$ cat src/rtl/parser_pkg.sv
// Constants and state encoding shared by the MP3 frame loader and the frame feeder.
package parser_pkg;

  localparam int         MAX_FRAMES = 128;
  localparam logic [7:0] SYNC_BYTE0 = 8'hFF;
  localparam logic [2:0] SYNC_MASK1 = 3'b111;

  typedef enum logic [1:0] {HUNT, STORE, DONE} state_t;

  // Second byte of a frame header: top three bits set, but not another 0xFF.
  function automatic logic isSyncByte1(input logic [7:0] b);
    return (b[7:5] == SYNC_MASK1) && (b != SYNC_BYTE0);
  endfunction

endpackage

$ cat src/rtl/bram_loader_if.sv
// Byte-stream input and data/index BRAM write ports of the MP3 frame loader.
interface bram_loader_if #(
  parameter int ADDR_W = 16
);

  logic [7:0]        axiid;
  logic              axiiv;
  logic              axiil;
  logic              data_wea;
  logic [ADDR_W-1:0] data_addra;
  logic [7:0]        data_dina;
  logic              idx_wea;
  logic [6:0]        idx_addra;
  logic [ADDR_W-1:0] idx_dina;
  logic [7:0]        frame_count;
  logic [ADDR_W-1:0] end_addr;
  logic              done;

  modport master (
    output axiid, axiiv, axiil,
    input  data_wea, data_addra, data_dina, idx_wea, idx_addra, idx_dina,
    input  frame_count, end_addr, done
  );

  modport slave (
    input  axiid, axiiv, axiil,
    output data_wea, data_addra, data_dina, idx_wea, idx_addra, idx_dina,
    output frame_count, end_addr, done
  );

endinterface

$ cat src/rtl/mp3_sync_detect.sv
// Flags an 0xFF followed by a header byte across accepted bytes only, and
// remembers where the previous accepted byte was written.
module mp3_sync_detect #(
  parameter int ADDR_W = 16
) (
  input  logic              clk,
  input  logic              rst,
  input  logic              i_valid,
  input  logic [7:0]        i_byte,
  input  logic [ADDR_W-1:0] i_addr,
  output logic              o_sync,
  output logic [ADDR_W-1:0] o_prevAddr
);
  import parser_pkg::*;

  logic              r_prevFf;
  logic [ADDR_W-1:0] r_prevAddr;

  always_ff @(posedge clk) begin
    if (rst) begin
      r_prevFf   <= 1'b0;
      r_prevAddr <= '0;
    end else if (i_valid) begin
      r_prevFf   <= (i_byte == SYNC_BYTE0);
      r_prevAddr <= i_addr;
    end
  end

  assign o_sync     = i_valid && r_prevFf && isSyncByte1(i_byte);
  assign o_prevAddr = r_prevAddr;

endmodule

$ cat src/rtl/bram_loader.sv
// Stores an MP3 byte stream into the frame data BRAM from the first frame sync
// onward and records each frame's start address in the frame index BRAM.
module bram_loader #(
  parameter int DATA_DEPTH = 65536,
  parameter int MAX_FRAMES = parser_pkg::MAX_FRAMES
) (
  input  logic         clk,
  input  logic         rst,
  bram_loader_if.slave bus
);
  import parser_pkg::*;

  localparam int                ADDR_W      = $clog2(DATA_DEPTH);
  localparam logic [ADDR_W-1:0] LAST_ADDR   = ADDR_W'(DATA_DEPTH - 1);
  localparam logic [7:0]        FRAME_LIMIT = 8'(MAX_FRAMES);

  state_t            r_state, w_nextState;
  logic [ADDR_W-1:0] r_wrPtr, w_wrPtr;
  logic [7:0]        r_frameCount, w_frameCount;
  logic [ADDR_W-1:0] r_endAddr, w_endAddr;
  logic              r_done;
  logic              r_dataWe, w_dataWe;
  logic [ADDR_W-1:0] r_dataAddr;
  logic [7:0]        r_dataDin;
  logic              r_idxWe, w_idxWe;
  logic [6:0]        r_idxAddr, w_idxAddr;
  logic [ADDR_W-1:0] r_idxDin, w_idxDin;

  logic              w_accept, w_isFf, w_sync, w_drop, w_atEnd;
  logic [ADDR_W-1:0] w_curAddr, w_prevAddr;

  assign w_accept  = bus.axiiv && (r_state != DONE);
  assign w_isFf    = (bus.axiid == SYNC_BYTE0);
  assign w_atEnd   = (r_wrPtr == LAST_ADDR);
  assign w_drop    = (r_state == STORE) && w_sync && (r_frameCount == FRAME_LIMIT);
  // While hunting only the candidate 0xFF (addr 0) or the header byte (addr 1) is ever stored.
  assign w_curAddr = (r_state == HUNT) ? (w_isFf ? '0 : ADDR_W'(1)) : r_wrPtr;

  mp3_sync_detect #(.ADDR_W(ADDR_W)) u_syncDetect (
    .clk        (clk),
    .rst        (rst),
    .i_valid    (w_accept),
    .i_byte     (bus.axiid),
    .i_addr     (w_curAddr),
    .o_sync     (w_sync),
    .o_prevAddr (w_prevAddr)
  );

  always_ff @(posedge clk) begin
    if (rst) r_state <= HUNT;
    else     r_state <= w_nextState;
  end

  always_comb begin
    w_nextState = r_state;
    case (r_state)
      HUNT: begin
        if (w_accept && bus.axiil)     w_nextState = DONE;
        else if (w_accept && w_sync)   w_nextState = STORE;
      end
      STORE: begin
        if (w_accept && (w_drop || w_atEnd || bus.axiil)) w_nextState = DONE;
      end
      default: w_nextState = r_state;
    endcase
  end

  always_comb begin
    w_dataWe     = 1'b0;
    w_idxWe      = 1'b0;
    w_idxAddr    = r_frameCount[6:0];
    w_idxDin     = w_prevAddr;
    w_frameCount = r_frameCount;
    w_endAddr    = r_endAddr;
    w_wrPtr      = r_wrPtr;
    case (r_state)
      HUNT: begin
        if (w_accept && !bus.axiil) begin
          if (w_isFf) begin
            w_dataWe = 1'b1;
          end else if (w_sync) begin
            w_dataWe     = 1'b1;
            w_idxWe      = 1'b1;
            w_idxAddr    = 7'd0;
            w_idxDin     = '0;
            w_frameCount = 8'd1;
            w_wrPtr      = ADDR_W'(2);
          end
        end
      end
      STORE: begin
        if (w_accept) begin
          // Index full: the header byte is dropped and the frame's dangling 0xFF is cut off.
          if (w_drop) begin
            w_endAddr = w_prevAddr;
          end else begin
            w_dataWe = 1'b1;
            w_wrPtr  = r_wrPtr + 1'b1;
            if (w_sync) begin
              w_idxWe      = 1'b1;
              w_frameCount = r_frameCount + 8'd1;
            end
            if (w_atEnd)        w_endAddr = LAST_ADDR;
            else if (bus.axiil) w_endAddr = r_wrPtr + 1'b1;
          end
        end
      end
      default: ;
    endcase
  end

  always_ff @(posedge clk) begin
    if (rst) begin
      r_wrPtr      <= '0;
      r_frameCount <= '0;
      r_endAddr    <= '0;
      r_done       <= 1'b0;
      r_dataWe     <= 1'b0;
      r_dataAddr   <= '0;
      r_dataDin    <= '0;
      r_idxWe      <= 1'b0;
      r_idxAddr    <= '0;
      r_idxDin     <= '0;
    end else begin
      r_wrPtr      <= w_wrPtr;
      r_frameCount <= w_frameCount;
      r_endAddr    <= w_endAddr;
      r_done       <= (w_nextState == DONE);
      r_dataWe     <= w_dataWe;
      r_dataAddr   <= w_curAddr;
      r_dataDin    <= bus.axiid;
      r_idxWe      <= w_idxWe;
      r_idxAddr    <= w_idxAddr;
      r_idxDin     <= w_idxDin;
    end
  end

  assign bus.data_wea    = r_dataWe;
  assign bus.data_addra  = r_dataAddr;
  assign bus.data_dina   = r_dataDin;
  assign bus.idx_wea     = r_idxWe;
  assign bus.idx_addra   = r_idxAddr;
  assign bus.idx_dina    = r_idxDin;
  assign bus.frame_count = r_frameCount;
  assign bus.end_addr    = r_endAddr;
  assign bus.done        = r_done;

endmodule
$ cat src/flat_wrapper.sv
// flat-port wrapper written by rule: the top's interface ports become plain ports
module bram_loader_flat import parser_pkg::*;
#(
  parameter int DATA_DEPTH = 65536,
  parameter int MAX_FRAMES = parser_pkg::MAX_FRAMES
)
  (clk, rst, bus_axiid, bus_axiiv, bus_axiil, bus_data_wea, bus_data_addra, bus_data_dina, bus_idx_wea, bus_idx_addra, bus_idx_dina, bus_frame_count, bus_end_addr, bus_done);
  bram_loader_if bus_i ();
  input  logic clk;
  input  logic rst;
  input wire logic [$bits(bus_i.axiid)-1:0] bus_axiid;
  input wire logic [$bits(bus_i.axiiv)-1:0] bus_axiiv;
  input wire logic [$bits(bus_i.axiil)-1:0] bus_axiil;
  output wire logic [$bits(bus_i.data_wea)-1:0] bus_data_wea;
  output wire logic [$bits(bus_i.data_addra)-1:0] bus_data_addra;
  output wire logic [$bits(bus_i.data_dina)-1:0] bus_data_dina;
  output wire logic [$bits(bus_i.idx_wea)-1:0] bus_idx_wea;
  output wire logic [$bits(bus_i.idx_addra)-1:0] bus_idx_addra;
  output wire logic [$bits(bus_i.idx_dina)-1:0] bus_idx_dina;
  output wire logic [$bits(bus_i.frame_count)-1:0] bus_frame_count;
  output wire logic [$bits(bus_i.end_addr)-1:0] bus_end_addr;
  output wire logic [$bits(bus_i.done)-1:0] bus_done;
  assign bus_i.axiid = bus_axiid;
  assign bus_i.axiiv = bus_axiiv;
  assign bus_i.axiil = bus_axiil;
  assign bus_data_wea = bus_i.data_wea;
  assign bus_data_addra = bus_i.data_addra;
  assign bus_data_dina = bus_i.data_dina;
  assign bus_idx_wea = bus_i.idx_wea;
  assign bus_idx_addra = bus_i.idx_addra;
  assign bus_idx_dina = bus_i.idx_dina;
  assign bus_frame_count = bus_i.frame_count;
  assign bus_end_addr = bus_i.end_addr;
  assign bus_done = bus_i.done;
  bram_loader #(.DATA_DEPTH(DATA_DEPTH), .MAX_FRAMES(MAX_FRAMES)) u_core (.clk(clk), .rst(rst), .bus(bus_i));
endmodule
$ cat config.mk
export PLATFORM = sky130hd
export DESIGN_NAME = bram_loader_flat
export DESIGN_NICKNAME = d
export VERILOG_FILES = /design/src/rtl/parser_pkg.sv /design/src/rtl/bram_loader_if.sv /design/src/rtl/mp3_sync_detect.sv /design/src/rtl/bram_loader.sv /design/src/flat_wrapper.sv
export SDC_FILE = /design/constraint.sdc
export NUM_CORES = 1
export LEC_CHECK = 0
export ABC_AREA = 1
export CAP_MARGIN = 20
export CORE_MARGIN = 2
export CORE_UTILIZATION = 57
export CTS_CLUSTER_SIZE = 30
export DETAILED_ROUTE_END_ITERATION = 7
export PLACE_DENSITY = 0.92
export SYNTH_ARGS = -nofsm -noshare
export SYNTH_HDL_FRONTEND = slang
export SYNTH_HIERARCHICAL = 1
export SYNTH_SLANG_ARGS = --single-unit
export TNS_END_PERCENT = 10
$ cat constraint.sdc
create_clock -name clk -period 4 [get_ports clk]
set_input_delay 0.4 -clock clk [delete_from_list [all_inputs] [get_ports clk]]
set_output_delay 0.4 -clock clk [all_outputs]
set_load 0.1 [all_outputs]
Word level (Yosys, flattened, before mapping)
Cells that the tools add are included. W data, S select, Z words.

Register bits: 109. Input bits: 12. Output and inout port bits: 74. Logic and storage cells: 89.

Add/sub/neg operators: 2. Eq/ne operators: 14. Muxes and demuxes: 41. Reductions and logical operators: 19.

Operators by type and width (number): $mux W16 (13); $mux W8 (6); $pmux W16 S2 (1); $mux W7 (4); $add A16 B1 Y16 const B (1); $eq A16 B16 Y1 const B (1); $eq A8 B8 Y1 const B (2); $pmux W8 S2 (1); $logic_and A1 B1 Y1 (10); $mux W1 (10); $ne A2 B2 Y1 const B (5); $add A8 B1 Y8 const B (1); $ne A8 B8 Y1 const B (1); $reduce_and A7 Y1 (1); $mux W2 (3); $reduce_and A6 Y1 (1); $ne A2 B1 Y1 const B (2); $pmux W1 S2 (2); $pmux W2 S2 (1); $eq A3 B3 Y1 const B (1); $reduce_and A3 Y1 (1); $reduce_bool A3 Y1 (1); $eq A2 B1 Y1 const B (1); $eq A2 B2 Y1 const B (1); 4 further kinds (5).

Logic depth before layout (Yosys ltp)
Gate-level depths: netlist of the first run.

Depth after elaboration: 12. Depth in mapped cells: 18. Depth with buffers taken out: 15.

Modules after synthesis
Netlist of the first run, hierarchy kept.

By module, submodules not included: bram_loader (times used 1, cells an instance 606, area each 4205.3 um^2, sequential area each 1841.8 um^2); mp3_sync_detect (times used 1, cells an instance 83, area each 679.4 um^2, sequential area each 340.3 um^2).

Least setup slack after synthesis of the first run
Ideal clock, no wire load.

Path type: register to register. Start point: reg u_core.r_frameCount[0] (netlist: u_core/bus.frame_count[0]). End point: reg u_core.r_wrPtr[4]. Library setup time: 0.132 ns. Arrival: 2.253 ns. Required time: 3.868 ns. Slack: 1.615 ns. Cell stages (with the launch flop): 13. Buffers on the path: 2. Clock period less this slack: 2.385 ns. Cells stage by stage: dfxtp_1 > inv_1 > ha_1 > nand2_1 > nor2_1 > nand3_4 > nand2_4 > nor2_4 > buf_8 > nand2_8 > buf_8 > nand2_1 > a21oi_1.

Longest elaborated chain between the ends: 4.

Ends and longest elaborated chain: from (decl) (RTL line bram_loader.sv:19) `logic [7:0] r_frameCount, w_frameCount;`; from (signal assigned) (RTL line bram_loader.sv:126) `r_frameCount <= w_frameCount;`; $eq A8 B8 Y1 (RTL line bram_loader.sv:35) `assign w_drop = (r_state == STORE) && w_sync && (r_frameCount == FRAME_LIMIT);`; $logic_and A1 B1 Y1 (RTL line bram_loader.sv:35); $ne A2 B2 Y1 (no source line); $reduce_and A6 Y1 (no source line); to (signal assigned) (RTL line bram_loader.sv:125) `r_wrPtr <= w_wrPtr;`; to (decl) (RTL line bram_loader.sv:18) `logic [ADDR_W-1:0] r_wrPtr, w_wrPtr;`.

Every way passes these cells. A chain may end at the register's enable or synchronous reset.

Worst setup path after layout of the first run
Start point: in bus_axiid[1]. End point: reg u_core.r_idxDin[1] (netlist: u_core/bus.idx_dina[1]).

Longest elaborated chain between the ends: 7. Elaborated cells between the ends (all ways): 8. Those cells by class: 2 x eq/ne; 4 x mux; 2 x reduce/logical.

Ends and longest elaborated chain: from (decl) (RTL line flat_wrapper.sv:11) `input wire logic [$bits(bus_i.axiid)-1:0] bus_axiid;`; $ne A8 B8 Y1 (RTL line parser_pkg.sv:12) `return (b[7:5] == SYNC_MASK1) && (b != SYNC_BYTE0);`; $logic_and A1 B1 Y1 (RTL line parser_pkg.sv:12); $logic_and A1 B1 Y1 (RTL line mp3_sync_detect.sv:29) `assign o_sync = i_valid && r_prevFf && isSyncByte1(i_byte);`; net u_core.w_sync (RTL line bram_loader.sv:29) `logic w_accept, w_isFf, w_sync, w_drop, w_atEnd;`; $mux W16 (RTL line bram_loader.sv:81) `end else if (w_sync) begin`; $mux W16 (RTL line bram_loader.sv:79) `if (w_isFf) begin`; $mux W16 (RTL line bram_loader.sv:78) `if (w_accept && !bus.axiil) begin`; $mux W16 (RTL line bram_loader.sv:76) `case (r_state)`; to (signal assigned) (RTL line bram_loader.sv:134) `r_idxDin <= w_idxDin;`; to (decl) (RTL line bram_loader.sv:27) `logic [ADDR_W-1:0] r_idxDin, w_idxDin;`.

The timed path passes the listed nets, and every way through them passes these cells.

==> results by group, run 1 <==
Status
  • Status: complete, no violations

Critical path
  • Setup crit start kind: primary input
  • Worst Path Buf+Inv: 3
  • Critical Path AT: 2970 ps
  • CP endpoint kind: flip-flop
  • CP max-delay cell: clkdlybuf4s50_1
  • Crit-path cells: clkdlybuf4s50_1, nand2_1, nor2_1, nand2_1, nand2_1, nor2_1, buf_4, inv_2, nor2_4, nand3_4, nand2_4, nor2_4, nand2_4, nor2_4, nor3_1
  • Critical-path maximum fanout: 23
  • Critical Path RT: 4240 ps
  • Critical path's top delay family: simple AND/OR/NAND/NOR gates
  • Slowest stage delay, CP: 510 ps
  • Setup Crit Path Kind: primary input to flip-flop

Power
  • Worst VDD drop: 0.000228 V
  • Pwr Density: 373 nW/um2
  • Internal power: 1.47 mW
  • Combinational Power Share: 0.178
  • Switching share of total power: 0.333
  • Tot Pwr: 2.20 mW
  • NetSw: 733 uW
  • Lkg Pwr: 2.48 nW
  • Clock power share: 0.299
  • Sequential share of power: 0.523

Clocking
  • Setup bufs post-CTS: 0
  • CTS buffer count: 9
  • Htree depth: 3
  • CTS Sinks: 109
  • Clock transition at path regs: 120 ps
  • Clock Tree Root: clkbuf_8
  • Hold_buf cts: 0
  • Post-cts gate resize count: 0
  • Worst-case clock buffer depth: 2
  • Skew-Pair Late Insertion Delay: 380 ps
  • CTS tree: done

Synth
  • Post-Synth XOR/XNOR Area: 0.0108
  • Post-synth EDFFs: 0
  • Synth Area in Adders: 0.00768
  • Post-Syn Nets: 704
  • Avg Cell Area, Syn: 7.09 um2
  • Flop and latch count out of synthesis: 109
  • Fraction of the mapped netlist area in simple logic gates: 0.361
  • Multiplexer share of the synthesized area: 0
  • Ys async rst share: 0
  • Ys Warns: 6
  • Main combinational cell family by area after synthesis: simple AND/OR/NAND/NOR gates
  • Syn Inst Count: 689
  • Main flop type after synthesis: dfxtp_1
  • Compound-Gate Fraction of Synth Area: 0.0674
  • Syn Std Cell Area: 4880 um2
  • Post-synthesis sequential area ratio: 0.447
  • Post-synth cell types: 36

Floorplan
  • CORE AREA: 8260 um2
  • Top Ports: 86
  • Rows: 33
  • Die W: 96.6 um
  • Initial Util: 0.592
  • Die Span Y: 96.6 um
  • Die ar.: 9330 um2

STA
  • Max-slew headroom: 0.314
  • Max Slew Vio Count: 0
  • Worst-Margin Slew: 1030 ps
  • Setup TNS: 0 ps
  • Clk_skew: 13.3 ps
  • Fin crit share: 0.682
  • Final hold vios: 0
  • Setup violators final: 0
  • Fmax: 367 MHz
  • RSZ-0062 raised after global routing: no
  • Tmin final: 2730 ps

Hold path
  • Hold Path Class: flip-flop to flip-flop

Place
  • Area after DPL: 5690 um2
  • PortBufs: 85
  • Placer Congestion: 0.947
  • Dpl hpwl: 8.72 mm

Detailed routing
  • Post-route DRC: 0
  • Drt pass-1 iters: 7
  • DRT antenna net count: 0
  • DR WL/cell: 14.3 um
  • Detailed Route WL: 12.5 mm
  • Via count: 4,749
  • First DRT Iteration DRCs: 429
  • Vias/cell: 5.45

Global routing
  • Vias in the first global route: 4,342
  • GRT Overall Usage: 0.281
  • Grt ovf: 0
  • Largest net degree at the start of global routing: 34
  • Initial antenna violation count: 0
  • First-pass GRT wire length: 20.4 mm

Flow run
  • Max_cap viols: 0

Final layout
  • Fraction of layout cells with a size suffix above 1: 0.0795
  • Antenna cells: 0
  • Layout area overhead: 20.7%
  • Post-route cell area: 5900 um2
  • Layout fillers: 646
  • Layout Nets: 777
[power by group through the flow]
stage	Clock, mW	Sequential (mW)	Combinational (mW)
5_1_grt	0.719	1.15	0.414
6_report	0.658	1.15	0.391
3_3_place_gp	0	1.17	0.378
2_1_floorplan	0	1.32	0.161
4_1_cts	0.672	1.15	0.388
3_5_place_dp	0	1.17	0.384
[registers in the layout, summed over array words and instances (netlist names)]
register,flops
u_core/bus.data_addra,16
u_core/bus.end_addr,16
u_core/bus.idx_dina,16
u_core/r_wrPtr,16
u_core/u_syncDetect/o_prevAddr,16
u_core/bus.data_dina,8
u_core/bus.frame_count,8
u_core/bus.idx_addra,7
u_core/r_state,2
u_core/bus.data_wea,1
u_core/bus.done,1
u_core/bus.idx_wea,1
u_core/u_syncDetect/r_prevFf,1
[final cells by class]
| cell class | count | area [um2] | share of cell area |
|---|---|---|---|
| clock buffer | 9 | 124 | 0.0210 |
| clock inverter | 7 | 81.3 | 0.0138 |
| inverter | 82 | 320 | 0.0543 |
| multi-input combinational | 471 | 2180 | 0.370 |
| sequential | 109 | 2180 | 0.370 |
| tap | 105 | 131 | 0.0223 |
| timing repair buffer | 89 | 876 | 0.149 |
[cells in the final DEF, fill, tap and decap left out, drive strengths merged, types with 9 or more instances in the layout]
| cell | count |
|---|---|
| nand4 | 9 |
| nand2 | 161 |
| o21ai | 28 |
| clkbuf | 9 |
| nor3 | 31 |
| inv | 83 |
| dfxtp | 109 |
| clkdlybuf4s50 | 84 |
| a21oi | 30 |
| nor2 | 156 |
| nand3 | 36 |
[cells in the mapped netlist (all sizes together), types with 2 or more instances]
library cell  count  share of area
nor2            156           0.13
xor2              6          0.011
nand3            36          0.044
ha                3         0.0077
nand4             9          0.012
o21ai            28          0.029
nor3b             2         0.0031
clkbuf           13          0.010
a21oi            30          0.031
dfxtp           109           0.45
inv              81          0.065
nor3             31          0.032
or2               3         0.0038
o21bai            2         0.0031
buf              14          0.031
nand2           161           0.13
[worst register-to-register path: stages, from the launching register on]
cell     delay [ps]
dfxtp_1         440
nand2_1         100
nand2_1          70
inv_1            60
nand2_1          60
nor2_1           40
buf_4           180
inv_2           100
nor2_4           70
nand3_4         150
nand2_4          60
nor2_4          320
nand2_4         170
nor2_4          440
nor3_1          120
[routing by layer]
layer  share of wire  wire length, um  global-route usage
met1            0.43             5340               0.385
met2            0.46             5780               0.448
met3           0.089             1120              0.0481
met4           0.022              276              0.0998
met5               0                0                   0
[kinds of logic after synthesis]
| group | count (synthesis) |
|---|---|
| adders and majority gates | 3 |
| AOI/OAI and AO/OA | 63 |
| and+or+nand+nor | 399 |
| DFF | 109 |
| buffers and inverters | 109 |
| xor gates and xnor gates | 6 |
[path summary, 6_finish.rpt]
kind / cells after the start / slack (ps) / end / startpoint
worst min register to register: 2 / 470 / u_core/bus.idx_dina[6] / u_core/u_syncDetect/o_prevAddr[6]
worst max register to register: 14 / 1490 / u_core/bus.idx_dina[1] / u_core/r_state[1]
worst min-delay path: 2 / 470 / u_core/bus.idx_dina[6] / u_core/u_syncDetect/o_prevAddr[6]
worst max-delay path: 15 / 1270 / u_core/bus.idx_dina[1] / bus_axiid[1]
[metrics by stage]
stage,cells,utilization,hold slack [ps],setup slack [ps]
after detailed placement,856,0.689,451,948
after global placement,856,0.689,450,1180
after CTS,872,0.714,469,1340
after floorplan,689,-,428,1620
final,872,0.714,466,1270
after global routing,872,0.714,479,1110
Power figures use the tool's default switching activity.
==> run 2: changes to the inputs <==
--- a/config.mk
+++ b/config.mk
@@ -8,10 +8,10 @@
 export ABC_AREA = 1
 export CAP_MARGIN = 20
 export CORE_MARGIN = 2
-export CORE_UTILIZATION = 57
+export CORE_UTILIZATION = 53
 export CTS_CLUSTER_SIZE = 30
 export DETAILED_ROUTE_END_ITERATION = 7
-export PLACE_DENSITY = 0.92
+export PLACE_DENSITY = 0.87
 export SYNTH_ARGS = -nofsm -noshare
 export SYNTH_HDL_FRONTEND = slang
 export SYNTH_HIERARCHICAL = 1
==> constraint.sdc (replaced) <==
create_clock -name clk -period 2.7 [get_ports clk]
set_input_delay 0.27 -clock clk [delete_from_list [all_inputs] [get_ports clk]]
set_output_delay 0.27 -clock clk [all_outputs]
set_load 0.1 [all_outputs]
==> run 2 against run 1 <==
  * Utilization fell by 8.2 points
  * Combinational power rose by 47%
  * Clock skew rose by 4.3 ps
  * Sequential share of layout area rose by 0.91 points
  * Setup slack got worse by 820 ps
==> results by group, run 2 (synthesis results as in run 1) <==
Flow run
  • Max_cap viols: 0 (unchanged)

Global routing
  • Initial antenna violation count: 0 (unchanged)
  • GRT Overall Usage: 0.237 (-0.0442)
  • Largest net degree at the start of global routing: 42 (+24%)
  • Vias in the first global route: 4,174 (-3.9%)
  • First-pass GRT wire length: 19.1 mm (-6.3%)
  • Grt ovf: 0 (unchanged)

Clocking
  • CTS tree: done
  • Htree depth: 3 (unchanged)
  • Setup bufs post-CTS: 0 (unchanged)
  • Worst-case clock buffer depth: 2 (unchanged)
  • Clock Tree Root: clkbuf_8
  • Post-cts gate resize count: 0 (unchanged)
  • Skew-Pair Late Insertion Delay: 390 ps (about the same)
  • CTS buffer count: 9 (unchanged)
  • Clock transition at path regs: 120 ps (about the same)
  • Hold_buf cts: 0 (unchanged)
  • CTS Sinks: 109 (unchanged)

Detailed routing
  • Drt pass-1 iters: 6 (-1)
  • DR WL/cell: 13.2 um (-8.1%)
  • Vias/cell: 5.14 (-5.5%)
  • Detailed Route WL: 11.6 mm (-7.1%)
  • First DRT Iteration DRCs: 440 (+2.6%)
  • Post-route DRC: 0 (unchanged)
  • Via count: 4,537 (-4.5%)
  • DRT antenna net count: 0 (unchanged)

Critical path
  • Worst r2r dst: u_core/bus.end_addr[8]
  • CP endpoint: u_core/bus.end_addr[8]
  • Reg2Reg Setup Slack: 460 ps (-1030 ps)
  • Setup Crit Path Kind: flip-flop to flip-flop
  • Setup crit start kind: flip-flop
  • Reg-to-Reg Start: u_core/r_state[0]
  • Critical-path maximum fanout: 32 (+39%)
  • R2R cell count: 13 (-1)
  • Critical Path RT: 3000 ps (-1240 ps)
  • Critical Path Source: u_core/r_state[0]
  • Critical Path AT: 2540 ps (-430 ps)
  • CP endpoint kind: flip-flop

STA
  • Fin crit share: 0.831
  • Clk_skew: 17.7 ps (+4.33 ps)
  • Tmin final: 2240 ps
  • Worst-Margin Slew: 880 ps (-146 ps)
  • Hold_ws: 293 ps (-173 ps)
  • Final hold vios: 0 (unchanged)
  • RSZ-0062 raised after global routing: no
  • Fmax: 446 MHz
  • Max-slew headroom: 0.413 (+0.0987)
  • Setup TNS: 0 ps (unchanged)
  • Setup violators final: 0 (unchanged)
  • Max Slew Vio Count: 0 (unchanged)

Final layout
  • Layout fillers: 785 (+22%)
  • Fraction of layout cells with a size suffix above 1: 0.180 (+0.101)
  • Antenna cells: 0 (unchanged)
  • Layout area overhead: 17.8%
  • Most common cell after layout, fill and taps aside: nand2_1
  • Layout Nets: 781 (+0.51%)
  • Commonest cells after routing, fill and taps aside: nand2_1, nor2_1, dfxtp_1

Power
  • Lkg Pwr: 2.65 nW (+6.5%)
  • Worst VDD drop: 0.000261 V (+15%)
  • Pwr Density: 567 nW/um2 (+52%)

Place
  • Dpl hpwl: 8.42 mm (-3.5%)
  • PortBufs: 85 (unchanged)
  • Placer Congestion: 0.948 (+0.14%)

Floorplan
  • Top Ports: 86 (unchanged)
  • Initial Util: 0.536 (-0.0553)
  • Die W: 100 um (+3.6%)
  • Die Span Y: 100 um (+3.6%)
  • CORE AREA: 9110 um2 (+10%)
  • Die ar.: 10,000 um2 (+7.2%)
  • Rows: 35 (+6.1%)

Status
  • Status: complete, no violations

Hold path
  • Hold Path Class: primary input to flip-flop
## run 2: cell types whose count changed in the layout (fill, tap and decap cells not counted), sizes merged
cell,delta
clkdlybuf4s50,-74
buf,+78
inv,+3
clkinv,-4
clkinvlp,+1
## run 2: worst min-delay path by stage
stage                                      start                      end  slack [ps]  cells after the start
6_report                                     rst       u_core/bus.idx_wea         290                      2
5_1_grt                                      rst       u_core/bus.idx_wea         320                      2
3_3_place_gp   u_core/u_syncDetect/o_prevAddr[0]   u_core/bus.idx_dina[0]         450                      2
4_1_cts                                      rst       u_core/bus.idx_wea         290                      2
3_5_place_dp   u_core/u_syncDetect/o_prevAddr[6]   u_core/bus.idx_dina[6]         460                      2
2_1_floorplan                       bus_axiid[0]  u_core/bus.data_dina[0]         380                      2
## run 2: metal layers
layer  share of wire  GRT usage  vias up  wire length [um]
met1            0.45      0.322     2039              5290
met3           0.066     0.0327       19               762
met5               0          0        -                 0
met2            0.46      0.376      191              5340
li1                -          -     2288                 -
met4           0.020      0.106        0               234
## run 2: where the power goes
part / switching (mW) / leakage [nW] / internal (mW)
Clock: 0.621 / 0.0990 / 0.369
Sequential: 0.0348 / 0.886 / 1.67
Combinational: 0.444 / 1.66 / 0.129
Total: 1.10 / 2.65 / 2.16
## run 2: layout make-up
type,instances,area (um2),area share
well taps,111,139,0.0241
flip-flops and latches,109,2180,0.379
clock inverters,7,75.1,0.0130
inverters,82,320,0.0557
clock buffers,9,124,0.0215
repair buffers,93,733,0.127
multi-input cells,471,2180,0.379
## run 2: critical path, cell delays in order (launching register included)
cell and delay [ps]:
dfxtp_1 430, inv_1 80, nand2_1 80, nand2_1 50, inv_1 70, nand2_1 50, nor2_1 170, inv_2 90
nor2_4 210, nand3_2 180, nand3_2 150, nand3_4 290, a21oi_1 260, nor2_1 60
## run 2: metrics by stage
step	power [mW]	cells	setup WS (ps)	utilization	area, um2
floorplan	2.19	689	315	-	4880
global placement	2.29	866	332	0.610	5560
detailed placement	2.30	866	213	0.610	5560
CTS	3.28	882	494	0.632	5760
global route	3.38	882	200	0.632	5760
finish	3.26	882	456	0.632	5760
==> run 3: changes to the inputs <==
--- a/config.mk
+++ b/config.mk
@@ -8,10 +8,10 @@
 export ABC_AREA = 1
 export CAP_MARGIN = 20
 export CORE_MARGIN = 2
-export CORE_UTILIZATION = 53
+export CORE_UTILIZATION = 48
 export CTS_CLUSTER_SIZE = 30
 export DETAILED_ROUTE_END_ITERATION = 7
-export PLACE_DENSITY = 0.87
+export PLACE_DENSITY = 0.84
 export SYNTH_ARGS = -nofsm -noshare
 export SYNTH_HDL_FRONTEND = slang
 export SYNTH_HIERARCHICAL = 1
==> constraint.sdc (replaced) <==
create_clock -name clk -period 1.9 [get_ports clk]
set_input_delay 0.19 -clock clk [delete_from_list [all_inputs] [get_ports clk]]
set_output_delay 0.19 -clock clk [all_outputs]
set_load 0.1 [all_outputs]
==> run 3 against run 2 <==
  * Final cell count up 7.0%
  * Via count rose by 4.0%
  * Sequential cell count is the same
  * Final area grew 7.2%
  * Setup slack lost 350 ps
  * Utilization down 0.37 points
  * Non-clock buffer count grew 39
  * Clock skew down 9.5 ps
  * Maximum frequency is 25% higher
  * Combinational power up 56%
  * Power is 40% higher
  * Register-to-register slack got worse by 350 ps
  * Critical path type unchanged
  * Largest cell class is now multi-input combinational cells
  * Largest power group unchanged
==> results by group, run 3 (synthesis results as in run 1) <==
Clocking
  • Clock transition at path regs: 90 ps (-30 ps)
  • Clock Tree Root: clkbuf_8
  • CTS buffer count: 9 (unchanged)
  • CTS Sinks: 109 (unchanged)
  • Worst-case clock buffer depth: 2 (unchanged)
  • CTS tree: done
  • Htree depth: 3 (unchanged)
  • Skew-Pair Late Insertion Delay: 370 ps (-20 ps)

STA
  • Final hold vios: 0 (unchanged)
  • Max Slew Vio Count: 0 (unchanged)
  • RSZ-0062 raised after global routing: yes
  • Fin crit share: 0.946 (+0.115)
  • Clk_skew: 8.18 ps (-9.48 ps)
  • Tmin final: 1800 ps (-447 ps)
  • Setup violators final: 0 (unchanged)
  • Fmax: 556 MHz (+25%)
  • Max-slew headroom: 0.758 (+0.345)
  • Worst-Margin Slew: 362 ps (-517 ps)

Detailed routing
  • Detailed Route WL: 12.5 mm (+7.2%)
  • DRT antenna net count: 0 (unchanged)
  • Post-route DRC: 0 (unchanged)
  • First DRT Iteration DRCs: 347 (-21%)
  • Drt pass-1 iters: 5 (-1)
  • DR WL/cell: 13.2 um (+0.17%)
  • Vias/cell: 5.00 (-2.8%)
  • Via count: 4,718 (+4.0%)

Global routing
  • First-pass GRT wire length: 20.3 mm (+6.5%)
  • Initial antenna violation count: 0 (unchanged)
  • Vias in the first global route: 4,324 (+3.6%)
  • Grt ovf: 0 (unchanged)
  • GRT Overall Usage: 0.228 (-0.00863)
  • Largest net degree at the start of global routing: 34 (-19%)

Power
  • Sequential share of power: 0.528 (+0.007)
  • NetSw: 1.45 mW (+32%)
  • Worst VDD drop: 0.000447 V (+71%)
  • Tot Pwr: 4.57 mW (+40%)
  • Internal power: 3.12 mW (+44%)
  • Switching share of total power: 0.318 (-0.0189)
  • Combinational Power Share: 0.195 (+0.020)
  • Pwr Density: 740 nW/um2 (+31%)
  • Clock power share: 0.277 (-0.026)
  • Lkg Pwr: 2.86 nW (+7.9%)

Final layout
  • Fraction of layout cells with a size suffix above 1: 0.243 (+0.0626)
  • Post-route cell area: 6170 um2 (+7.2%)
  • Commonest cells after routing, fill and taps aside: nand2_1, nor2_1, buf_4
  • Antenna cells: 0 (unchanged)
  • Layout Nets: 821 (+5.1%)
  • Most common cell after layout, fill and taps aside: nand2_1
  • Layout area overhead: 26.3%

Floorplan
  • Rows: 36 (+2.9%)
  • Initial Util: 0.497 (-0.0388)
  • Die Span Y: 105 um (+4.9%)
  • Die ar.: 11,000 um2 (+10%)
  • Die W: 105 um (+4.9%)
  • CORE AREA: 9820 um2 (+7.8%)
  • Top Ports: 86 (unchanged)

Place
  • Dpl hpwl: 9.18 mm (+9.0%)
  • Placer Congestion: 0.913 (-3.8%)
  • Area after DPL: 5940 um2 (+6.9%)
  • PortBufs: 85 (unchanged)

Critical path
  • Critical-path maximum fanout: 7 (-78%)
  • Most used cell, CP: nor2_1
  • CP max-delay cell: dfxtp_2
  • Slowest stage delay, CP: 340 ps (-90 ps)
  • Critical Path AT: 2110 ps (-430 ps)
  • CP endpoint kind: flip-flop
  • Setup Crit Path Kind: flip-flop to flip-flop
  • Setup crit start kind: flip-flop
  • Crit-path cells: inv_2, nand2_2, nand2_1, inv_2, nand2_1, nor2_4, inv_4, nor2_4, nand3_4, nand2_1, buf_4, nor2_1, nor2_1, nor2_1, nor2_1
  • Critical Path RT: 2210 ps (-790 ps)

Hold path
  • Hold Path Class: primary input to flip-flop

Flow run
  • Max_cap viols: 0 (unchanged)

Status
  • Status: complete, no violations
==> run 3: changes by cell type in the layout (fill, tap and decap cells not counted), moves of 3 or more <==
| cell | delta |
|---|---|
| dfxtp_2 | +9 |
| nor3_1 | -5 |
| buf_12 | +3 |
| dfxtp_1 | -10 |
| buf_4 | +35 |
| nor3_2 | +5 |
| inv_8 | -3 |
| clkbuf_1 | +3 |
==> run 3: metrics by stage <==
| stage | hold slack [ps] | cells | utilization | setup WS, ps | setup TNS, ps |
|---|---|---|---|---|---|
| floorplan | 297 | 689 | - | -74.3 | -2170 |
| global placement | 458 | 926 | 0.605 | -238 | -12920 |
| detailed placement | 455 | 926 | 0.605 | -302 | -17010 |
| CTS | 210 | 942 | 0.622 | 3.00 | 0 |
| global route | 203 | 944 | 0.628 | -25.9 | -38.3 |
| finish | 216 | 944 | 0.628 | 103 | 0 |
==> run 3: routing by layer <==
layer  GRT usage  vias to the layer above  wire, um
li1            -                     2369         -
met1       0.315                     2145      5650
met2       0.343                      177      5760
met3      0.0524                       27       802
met4      0.0933                        0       260
met5           0                        -         0
==> run 3: timing repair <==
action	CTS	global route
endpoints found under the setup margin	0	65
hold buffers	0	0
gates resized for setup	0	12
setup buffers	0	1
==> run 3: critical path, delay by kind of cell, from the launching register on <==
kind                   cells  cell delay, ps
flip-flops                 1             340
AND/OR/NAND/NOR           11            1100
buffers and inverters      4             300
==> run 3: final cells by class <==
cell class,instances,area (um2)
Clock buffer,13,149
Multi-Input combinational cell,472,2240
Sequential cell,109,2200
Fill cell,886,3650
Timing Repair Buffer,132,1070
Clock inverter,3,21.3
Inverter,82,323
Tap cell,133,166
==> run 3: path summary, 6_finish.rpt <==
check	startpoint	to	slack, ps	cells past startpoint
worst min-delay path	rst	u_core/r_wrPtr[12]	220	2
worst max register to register	u_core/r_state[0]	u_core/bus.end_addr[4]	100	15
worst min register to register	u_core/u_syncDetect/o_prevAddr[4]	u_core/bus.idx_dina[4]	470	2
worst max-delay path	u_core/r_state[0]	u_core/bus.end_addr[4]	100	15
==> run 3: power by group through the flow <==
stage | Clock [mW] | Combinational (mW) | Sequential (mW)
2_1_floorplan | 0 | 0.345 | 2.78
3_3_place_gp | 0 | 0.858 | 2.46
3_5_place_dp | 0 | 0.870 | 2.46
4_1_cts | 1.29 | 0.874 | 2.41
5_1_grt | 1.39 | 0.950 | 2.42
6_report | 1.26 | 0.892 | 2.41
